<file path="config.mk">
export PLATFORM = sky130hd
export DESIGN_NAME = sw_seq_writer
export DESIGN_NICKNAME = d
export VERILOG_FILES = /design/src/rtl/sw_seq_writer_pkg.sv /design/src/rtl/sw_sym_packer.sv /design/src/rtl/sw_seq_writer.sv
export SDC_FILE = /design/constraint.sdc
export NUM_CORES = 1
export LEC_CHECK = 0
export ABC_CLOCK_PERIOD_IN_PS = 7600
export CAP_MARGIN = 20
export CORE_UTILIZATION = 60
export CTS_BUF_LIST = sky130_fd_sc_hd__clkbuf_4 sky130_fd_sc_hd__clkbuf_8
export DETAILED_ROUTE_END_ITERATION = 10
export PLACE_DENSITY = 0.85
export SLEW_MARGIN = 20
export SYNTH_ARGS = -nofsm -noshare
export SYNTH_HDL_FRONTEND = slang
export SYNTH_SLANG_ARGS = --single-unit
</file>
<file path="constraint.sdc">
create_clock -name clk -period 7.6 [get_ports clk]
set_clock_uncertainty 0.1 [all_clocks]
set_input_delay 1.52 -clock clk [delete_from_list [all_inputs] [get_ports clk]]
set_output_delay 1.52 -clock clk [all_outputs]
set_load 0.05 [all_outputs]
</file>
<file path="src/rtl/sw_seq_writer_pkg.sv">
// Shared constants and state encoding for the Smith-Waterman sequence writer.
// Defaults match the SRAM geometry the core reads from.
package sw_seq_writer_pkg;

   localparam int SRAM_WORD_WIDTH = 64;
   localparam int SRAM_ADDR_BIT   = 10;

   localparam logic [1:0] SYM_A = 2'd0;
   localparam logic [1:0] SYM_C = 2'd1;
   localparam logic [1:0] SYM_G = 2'd2;
   localparam logic [1:0] SYM_T = 2'd3;

   localparam int HDR_ADDR = 0;

   typedef enum logic [2:0] {
      ST_IDLE,
      ST_FILL,
      ST_FLUSH,
      ST_HEADER,
      ST_DONE
   } state_t;

endpackage

</file>
<file path="src/rtl/sw_sym_packer.sv">
// Packs symbols LSB-first into SRAM words; reports word-complete and the
// partial word left over when the last symbol arrives mid-word.
module sw_sym_packer #(
   parameter int WORD_WIDTH = 64,
   parameter int SYM_BIT    = 2
) (
   input  logic                  clk,
   input  logic                  rst_n,
   input  logic                  clr,
   input  logic                  push,
   input  logic                  last,
   input  logic [SYM_BIT-1:0]    sym,
   output logic [WORD_WIDTH-1:0] word,
   output logic                  full,
   output logic                  flush
);

   localparam int SPW   = WORD_WIDTH / SYM_BIT;
   localparam int IDX_W = $clog2(SPW);

   logic [WORD_WIDTH-1:0] pack;
   logic [IDX_W-1:0]      idx;

   // word is the pack register with the incoming symbol merged in
   always_comb begin
      word = pack;
      word[idx*SYM_BIT +: SYM_BIT] = sym;
   end

   assign full  = push & (idx == IDX_W'(SPW - 1));
   assign flush = push & last & ~full;

   always_ff @(posedge clk or negedge rst_n) begin
      if (!rst_n) begin
         pack <= '0;
         idx  <= '0;
      end else if (clr || (push && (full || last))) begin
         pack <= '0;
         idx  <= '0;
      end else if (push) begin
         pack <= word;
         idx  <= idx + IDX_W'(1);
      end
   end

endmodule

</file>
<file path="src/rtl/sw_seq_writer.sv">
// Loads T/Q sequence SRAMs from a symbol stream and starts the SW core.
// Optional macro SW_WRITER_AUTOSTART_EN: start once both sequences are loaded.
module sw_seq_writer
   import sw_seq_writer_pkg::*;
#(
   parameter int WORD_WIDTH = SRAM_WORD_WIDTH,
   parameter int ADDR_BIT   = SRAM_ADDR_BIT,
   parameter int SYM_BIT    = 2
) (
   input  logic                  clk,
   input  logic                  rst_n,
   input  logic                  begin_i,
   input  logic                  sel_q_i,
   input  logic [SYM_BIT-1:0]    sym_i,
   input  logic                  sym_valid_i,
   input  logic                  sym_last_i,
   output logic                  sym_ready_o,
   output logic                  wr_en_o,
   output logic                  wr_sel_T_o,
   output logic [ADDR_BIT-1:0]   wr_addr_o,
   output logic [WORD_WIDTH-1:0] wr_data_o,
   input  logic                  go_i,
   input  logic                  sw_busy_i,
   output logic                  sw_start_o,
   output logic                  done_o,
   output logic                  overflow_o,
   output logic [ADDR_BIT+$clog2(WORD_WIDTH/SYM_BIT)-1:0] len_o
);

   localparam int SPW     = WORD_WIDTH / SYM_BIT;
   localparam int LEN_BIT = ADDR_BIT + $clog2(SPW);
   localparam int CAP_INT = ((1 << ADDR_BIT) - 1) * SPW;
   localparam logic [LEN_BIT-1:0] CAP = LEN_BIT'(CAP_INT);

   state_t state, state_nx;

   logic                  sel_q;
   logic [LEN_BIT-1:0]    cnt;
   logic [ADDR_BIT-1:0]   waddr;
   logic                  t_loaded, q_loaded;
   logic                  go_pending, wait_busy;
   logic                  take, acc, at_cap, push;
   logic                  full, flush, auto_go;
   logic [WORD_WIDTH-1:0] word;

   assign take   = (state == ST_IDLE) & begin_i;
   assign acc    = (state == ST_FILL) & sym_valid_i;
   assign at_cap = (cnt == CAP);
   assign push   = acc & ~at_cap;

   sw_sym_packer #(
      .WORD_WIDTH(WORD_WIDTH),
      .SYM_BIT   (SYM_BIT)
   ) u_packer (
      .clk  (clk),
      .rst_n(rst_n),
      .clr  (take),
      .push (push),
      .last (sym_last_i),
      .sym  (sym_i),
      .word (word),
      .full (full),
      .flush(flush)
   );

   always_ff @(posedge clk or negedge rst_n) begin
      if (!rst_n) state <= ST_IDLE;
      else        state <= state_nx;
   end

   always_comb begin
      state_nx    = state;
      sym_ready_o = 1'b0;
      done_o      = 1'b0;
      unique case (state)
         ST_IDLE:   if (begin_i) state_nx = ST_FILL;
         ST_FILL: begin
            sym_ready_o = 1'b1;
            if (acc && sym_last_i) state_nx = ST_FLUSH;
         end
         ST_FLUSH:  state_nx = ST_HEADER;
         ST_HEADER: state_nx = ST_DONE;
         ST_DONE: begin
            done_o   = 1'b1;
            state_nx = ST_IDLE;
         end
         default:   state_nx = ST_IDLE;
      endcase
   end

   // Data and partial words are registered on acceptance, so the
   // partial word lands in the FLUSH cycle and the header in HEADER.
   always_ff @(posedge clk or negedge rst_n) begin
      if (!rst_n) begin
         sel_q      <= 1'b0;
         cnt        <= '0;
         waddr      <= '0;
         overflow_o <= 1'b0;
         len_o      <= '0;
         wr_en_o    <= 1'b0;
         wr_sel_T_o <= 1'b0;
         wr_addr_o  <= '0;
         wr_data_o  <= '0;
      end else begin
         wr_en_o <= 1'b0;
         if (take) begin
            sel_q      <= sel_q_i;
            cnt        <= '0;
            waddr      <= ADDR_BIT'(1);
            overflow_o <= 1'b0;
         end
         if (push) cnt <= cnt + LEN_BIT'(1);
         if (acc && at_cap) overflow_o <= 1'b1;
         if (full || flush) begin
            wr_en_o    <= 1'b1;
            wr_sel_T_o <= ~sel_q;
            wr_addr_o  <= waddr;
            wr_data_o  <= word;
         end
         if (full) waddr <= waddr + ADDR_BIT'(1);
         if (state == ST_FLUSH) begin
            wr_en_o    <= 1'b1;
            wr_sel_T_o <= ~sel_q;
            wr_addr_o  <= ADDR_BIT'(HDR_ADDR);
            wr_data_o  <= WORD_WIDTH'(cnt);
            len_o      <= cnt;
         end
      end
   end

`ifdef SW_WRITER_AUTOSTART_EN
   assign auto_go = (state == ST_DONE) & (sel_q ? t_loaded : q_loaded);
`else
   assign auto_go = 1'b0;
`endif

   assign sw_start_o = go_pending & t_loaded & q_loaded & ~sw_busy_i
                     & ~wait_busy & (state == ST_IDLE);

   // wait_busy hides the core's input-register delay after a start
   always_ff @(posedge clk or negedge rst_n) begin
      if (!rst_n) begin
         t_loaded   <= 1'b0;
         q_loaded   <= 1'b0;
         go_pending <= 1'b0;
         wait_busy  <= 1'b0;
      end else begin
         if (take) begin
            if (sel_q_i) q_loaded <= 1'b0;
            else         t_loaded <= 1'b0;
         end
         if (state == ST_DONE) begin
            if (sel_q) q_loaded <= 1'b1;
            else       t_loaded <= 1'b1;
         end
         if (sw_start_o)             go_pending <= 1'b0;
         else if (go_i || auto_go)   go_pending <= 1'b1;
         if (sw_start_o)             wait_busy <= 1'b1;
         else if (sw_busy_i)         wait_busy <= 1'b0;
      end
   end

endmodule

</file>
Yosys cells after proc, flatten, opt, wreduce, memory -nomap -nowiden
Index checks and enable logic that the tools add are counted.
- register bits after elaboration: 194
- output and inout bits: 95
- word-level logic and storage cells: 97
- add/subtract/negate cells: 4
- equal/unequal tests: 8
- shifts and indexed selects: 2
- muxes and demuxes: 36
- bitwise gates (word level): 16
- reductions and logical operators: 15
- operators by type and width (kind ; count):
    $mux 64 ; 4
    $bwmux 64 ; 1
    $shift 2x34->64 const A ; 1
    $shiftx 2x34->64 ; 1
    $mux 10 ; 4
    $neg 6->34 ; 1
    $mux 15 ; 2
    $mux 1 ; 20
    $add 15x1->15 const B ; 1
    $eq 15x15->1 const B ; 1
    $reduce_bool 2->1 ; 7
    $pmux 3 s4 ; 1
    $and 1x1->1 ; 11
    $add 10x1->10 const B ; 1
    $mux 5 ; 2
    $eq 3x2->1 const B ; 2
    $mux 3 ; 2
    $add 5x1->5 const B ; 1
    $eq 5x5->1 const B ; 1
    $not 1->1 ; 5
    $eq 3x1->1 const B ; 1
    $eq 3x3->1 const B ; 1
    $logic_and 1x1->1 ; 3
    $logic_not 3->1 ; 1
    other kinds (4) ; 6

Longest topological paths before layout
- depth in word-level cells: 9
- gate-level depth with buffers: 13
- gate-level depth less buffers: 10

Hierarchy
From an unflattened synthesis, not the netlist that was laid out.
- cells, all modules: 950
- area, all modules: 9379.0 µm²
- modules (own cells, without submodules) (module ; instances ; cells each ; area each (µm²) ; sequential area each (µm²)):
    sw_seq_writer ; 1 ; 556 ; 5330.1 ; 3128.0
    sw_sym_packer ; 1 ; 394 ; 4048.9 ; 1726.7

Worst setup path before layout
OpenSTA, ideal clock, no wires.
- path type: input to output
- from: input sw_busy_i
- to: output sw_start_o
- arrival: 2.171 ns
- required time: 5.980 ns
- setup slack: 3.809 ns
- cell stages on the path: 2
- path through: nor3_1 -> and3_1
- cells in the longest elaborated chain, start to end: 4
- RTL lines (what ; line ; text):
    from (decl) ; sw_seq_writer.sv:23 ; input logic sw_busy_i,
    $not 1->1 ; sw_seq_writer.sv:137 ; assign sw_start_o = go_pending & t_loaded & q_loaded & ~sw_busy_i
    $and 1x1->1 ; sw_seq_writer.sv:137 ;
    $and 1x1->1 (2 in a row) ; sw_seq_writer.sv:138 ; & ~wait_busy & (state == ST_IDLE);
    to (decl) ; sw_seq_writer.sv:24 ; output logic sw_start_o,
Every way passes these cells.

Worst setup path after layout
Ends and elaborated chain as after synthesis.

==> reports/metrics.csv <==
stage;metric;value;unit
outcome;status;complete, but fails checks;
outcome;failed_checks;design-rule violations;
final_layout;n_antenna_cell;0;
clock_tree;clkTransAtPathRegs;0.10;ns
worst_setup_path;worst-setup-path-type;input port to output pin;
clock_tree;post_cts_buffers;0;
yosys;ys.flop_type;dfrtp_1;
clock_tree;cts_tree;yes;
final_layout;seqCellArea;4850;µm²
clock_tree;cts_resized;0;
final_layout;multi_input_area;3950;µm²
placement;port_buffers;104;
final_layout;final_common_cell;dfrtp_1;
route;drt_wl_total;22300;µm
yosys;muxShareOfSynthArea;0.0306;
floorplan;dieArea;15700;µm²
worst_setup_path;crit_fanout;3;
global_routing;use_met2;0.477;
yosys;synth-compound-area-share;0.197;
worst_setup_path;required;5.98;ns
clock_tree;cts-hold-fix-buffers;0;
yosys;synth_nets;900;
route;route.detailed.drc;9;
global_routing;grt.met3_usage;0.0518;
yosys;ys_seq_area_frac;0.531;
global_routing;antenna_found_initial;0;
final_layout;drive_above_1_share;0.0764;
route;num_vias;7375;
timing;drv_slew;0;
timing;period_share;0.629;
clock_tree;cts_buffer_depth;2;
global_routing;grt_pass1_vias;7261;
power;pwr_density_cell;286;nW/µm²
final_layout;area_growth;15.5;%
clock_tree;clock_latency;0.47;ns
worst_setup_path;path_cells;clkdlybuf4s50_1 -> nor3_1 -> and3_1 -> clkdlybuf4s50_1;
clock_tree;numCtsBuffers;17;
yosys;synth_seq_cells;194;
yosys;syn_avg_cell_area;10.4;µm²
floorplan;die_y;125;µm
worst_setup_path;max_stage_delay;0.81;ns
yosys;syn_inst;883;
final_layout;layout_common_cells;dfrtp_1 (194), nand2_1 (125), clkdlybuf4s50_1 (103);
timing;max_slew_margin;0.283;
timing;fin_tns_setup;0;ns
timing;rsz0062_at_grt;no;
route;viasPerCell;6.40;
yosys;synth_fa_ha_area_frac;0.00957;
worst_setup_path;crit_path_frequent_cell;clkdlybuf4s50_1;
global_routing;grt_util_met1;0.412;
floorplan;die_w;125;µm
clock_tree;root_buffer;clkbuf_8;
yosys;ys.warnings.count;0;
timing;max_freq;209;MHz
yosys;synth_edf_count;0;
yosys;synth_top_family_by_area;compound AO/OA/AOI/OAI gates;
yosys;synthDistinctLibCells;67;
worst_setup_path;cp_slowest_cell;clkdlybuf4s50_1;
worst_setup_path;setup.worst_path.start_class;input port;
global_routing;grt_overflow;0;
yosys;synthXorXnorAreaFrac;0.00383;
global_routing;grtUsageTotal;0.300;
floorplan;start_util;0.622;
worst_setup_path;r2r_setup_slack;3.78;ns
yosys;syn_area;9150;µm²
timing;setup_viol_count_final;0;
worst_setup_path;crit_arrival;3.16;ns
global_routing;busiest_layer;met2;
global_routing;grt_max_degree;122;
floorplan;ios;105;
power;leakagePower;4.60;nW
yosys;synth-async-reset-ratio;1.00;
floorplan;core;14700;µm²
global_routing;grt_first_pass_wirelength;37000;µm
clock_tree;h-tree-depth;4;
power;vdd_drop_max;210;µV
placement;hpwlAfterDp;14300;µm
route;dr.pass1.iters;8;
timing;worst_pin_slew;1.07;ns
route;antenna_left;0;
clock_tree;cts.sinks;194;
route;first_iter_violations;875;
final_layout;nets;972;
placement;finalWeightedCongestion;0.933;
min_path;hold_class;flop to flop;
run;maxCapViolations;0;
route;wl_per_cell;19.4;µm
floorplan;rows;44;
final_layout;fillCellCount;1067;
timing;period_needed;4.78;ns
yosys;synth-simple-area-share;0.189;
timing;finalHoldViolCount;0;
power;power;0.00302;W
worst_setup_path;cp-end-kind;output pin;
## kinds of logic (layout without fill, tap and decap cells)
kind of cell / count (synthesis) / in the layout
multiplexers: 28 / 28
buffers and inverters: 70 / 155
AND/OR/NAND/NOR: 333 / 333
AO/OA/AOI/OAI: 247 / 247
adder cells (fa/ha/maj): 7 / 7
XOR/XNOR: 4 / 4
flip-flops: 194 / 194
## stage by stage
stage,cell area (µm²),hold WS [ns],cells,worst slack [ns],utilization
2_1_floorplan,9150,0.350,883,3.81,-
3_3_place_gp,10200,0.359,1120,2.85,0.693
3_5_place_dp,10200,0.363,1120,2.82,0.693
4_1_cts,10600,0.386,1152,2.82,0.719
5_1_grt,10600,0.401,1152,2.78,0.719
6_report,10600,0.379,1152,2.82,0.719
## state kept, by name (all words and copies together) (netlist names), 3 cells and up
signal         count
len_o             15
wr_addr_o         10
u_packer.pack     64
u_packer.idx       5
wr_data_o         64
cnt               15
waddr             10
state              3
## cell type report
| class | instances | area share |
|---|---|---|
| inverters | 12 | 0.00426 |
| repair buffers | 111 | 0.104 |
| clock inverters | 11 | 0.00994 |
| clock buffers | 21 | 0.0268 |
| multi-input cells | 619 | 0.374 |
| well taps | 184 | 0.0218 |
| flip-flops and latches | 194 | 0.459 |
## power by group
group          total, W  switching [W]  internal, W
logic           0.00116       0.000837     0.000320
registers       0.00121      0.0000945      0.00112
clock network  0.000655       0.000364     0.000291
total           0.00302        0.00130      0.00173
## worst max-delay path: cells and delay by family
family / cells / cell delay, ns
AND/OR/NAND/NOR: 2 / 0.39
buffers and inverters: 2 / 1.24
## layer usage
metal  share of wire  vias up
met1            0.44     3674
li1                -     3406
met5               0        -
met4           0.022        0
met3           0.058       48
met2            0.48      247
## worst paths after layout
kind | start | end | cells past startpoint
min in group asynchronous | rst_n | len_o[7] | 1
setup reg to reg | u_packer.idx[0] | wr_data_o[52] | 7
setup / recovery | sw_busy_i | sw_start_o | 4
hold reg to reg | len_o[10] | len_o[10] | 2
max in group asynchronous | rst_n | u_packer.pack[36] | 2
hold / removal | len_o[10] | len_o[10] | 2
## Yosys cell counts (all sizes together), types with 3 or more instances
cell	n	share of area
o22ai	9	0.0062
o21a	4	0.0033
a22oi	5	0.0041
nand4	12	0.0098
a31oi	6	0.0041
a221o	19	0.021
a22o	45	0.043
a21o	3	0.0025
o31ai	5	0.0046
nand3	48	0.028
o21ai	86	0.054
inv	12	0.0049
a32oi	3	0.0029
nand2	126	0.053
dfrtp	194	0.53
nor4	3	0.0037
nor2	45	0.020
or4	4	0.0033
mux2i	28	0.031
clkbuf	35	0.014
nor2b	7	0.0048
nand2b	3	0.0021
o211ai	7	0.0057
or2	3	0.0021
nor3b	22	0.018
ha	7	0.0096
nand3b	11	0.0090
a32o	20	0.022
a21oi	26	0.015
buf	23	0.019
and2	5	0.0034
and3	10	0.0068
nor3	18	0.0098
Note: power is estimated with default switching activity, not from simulation.
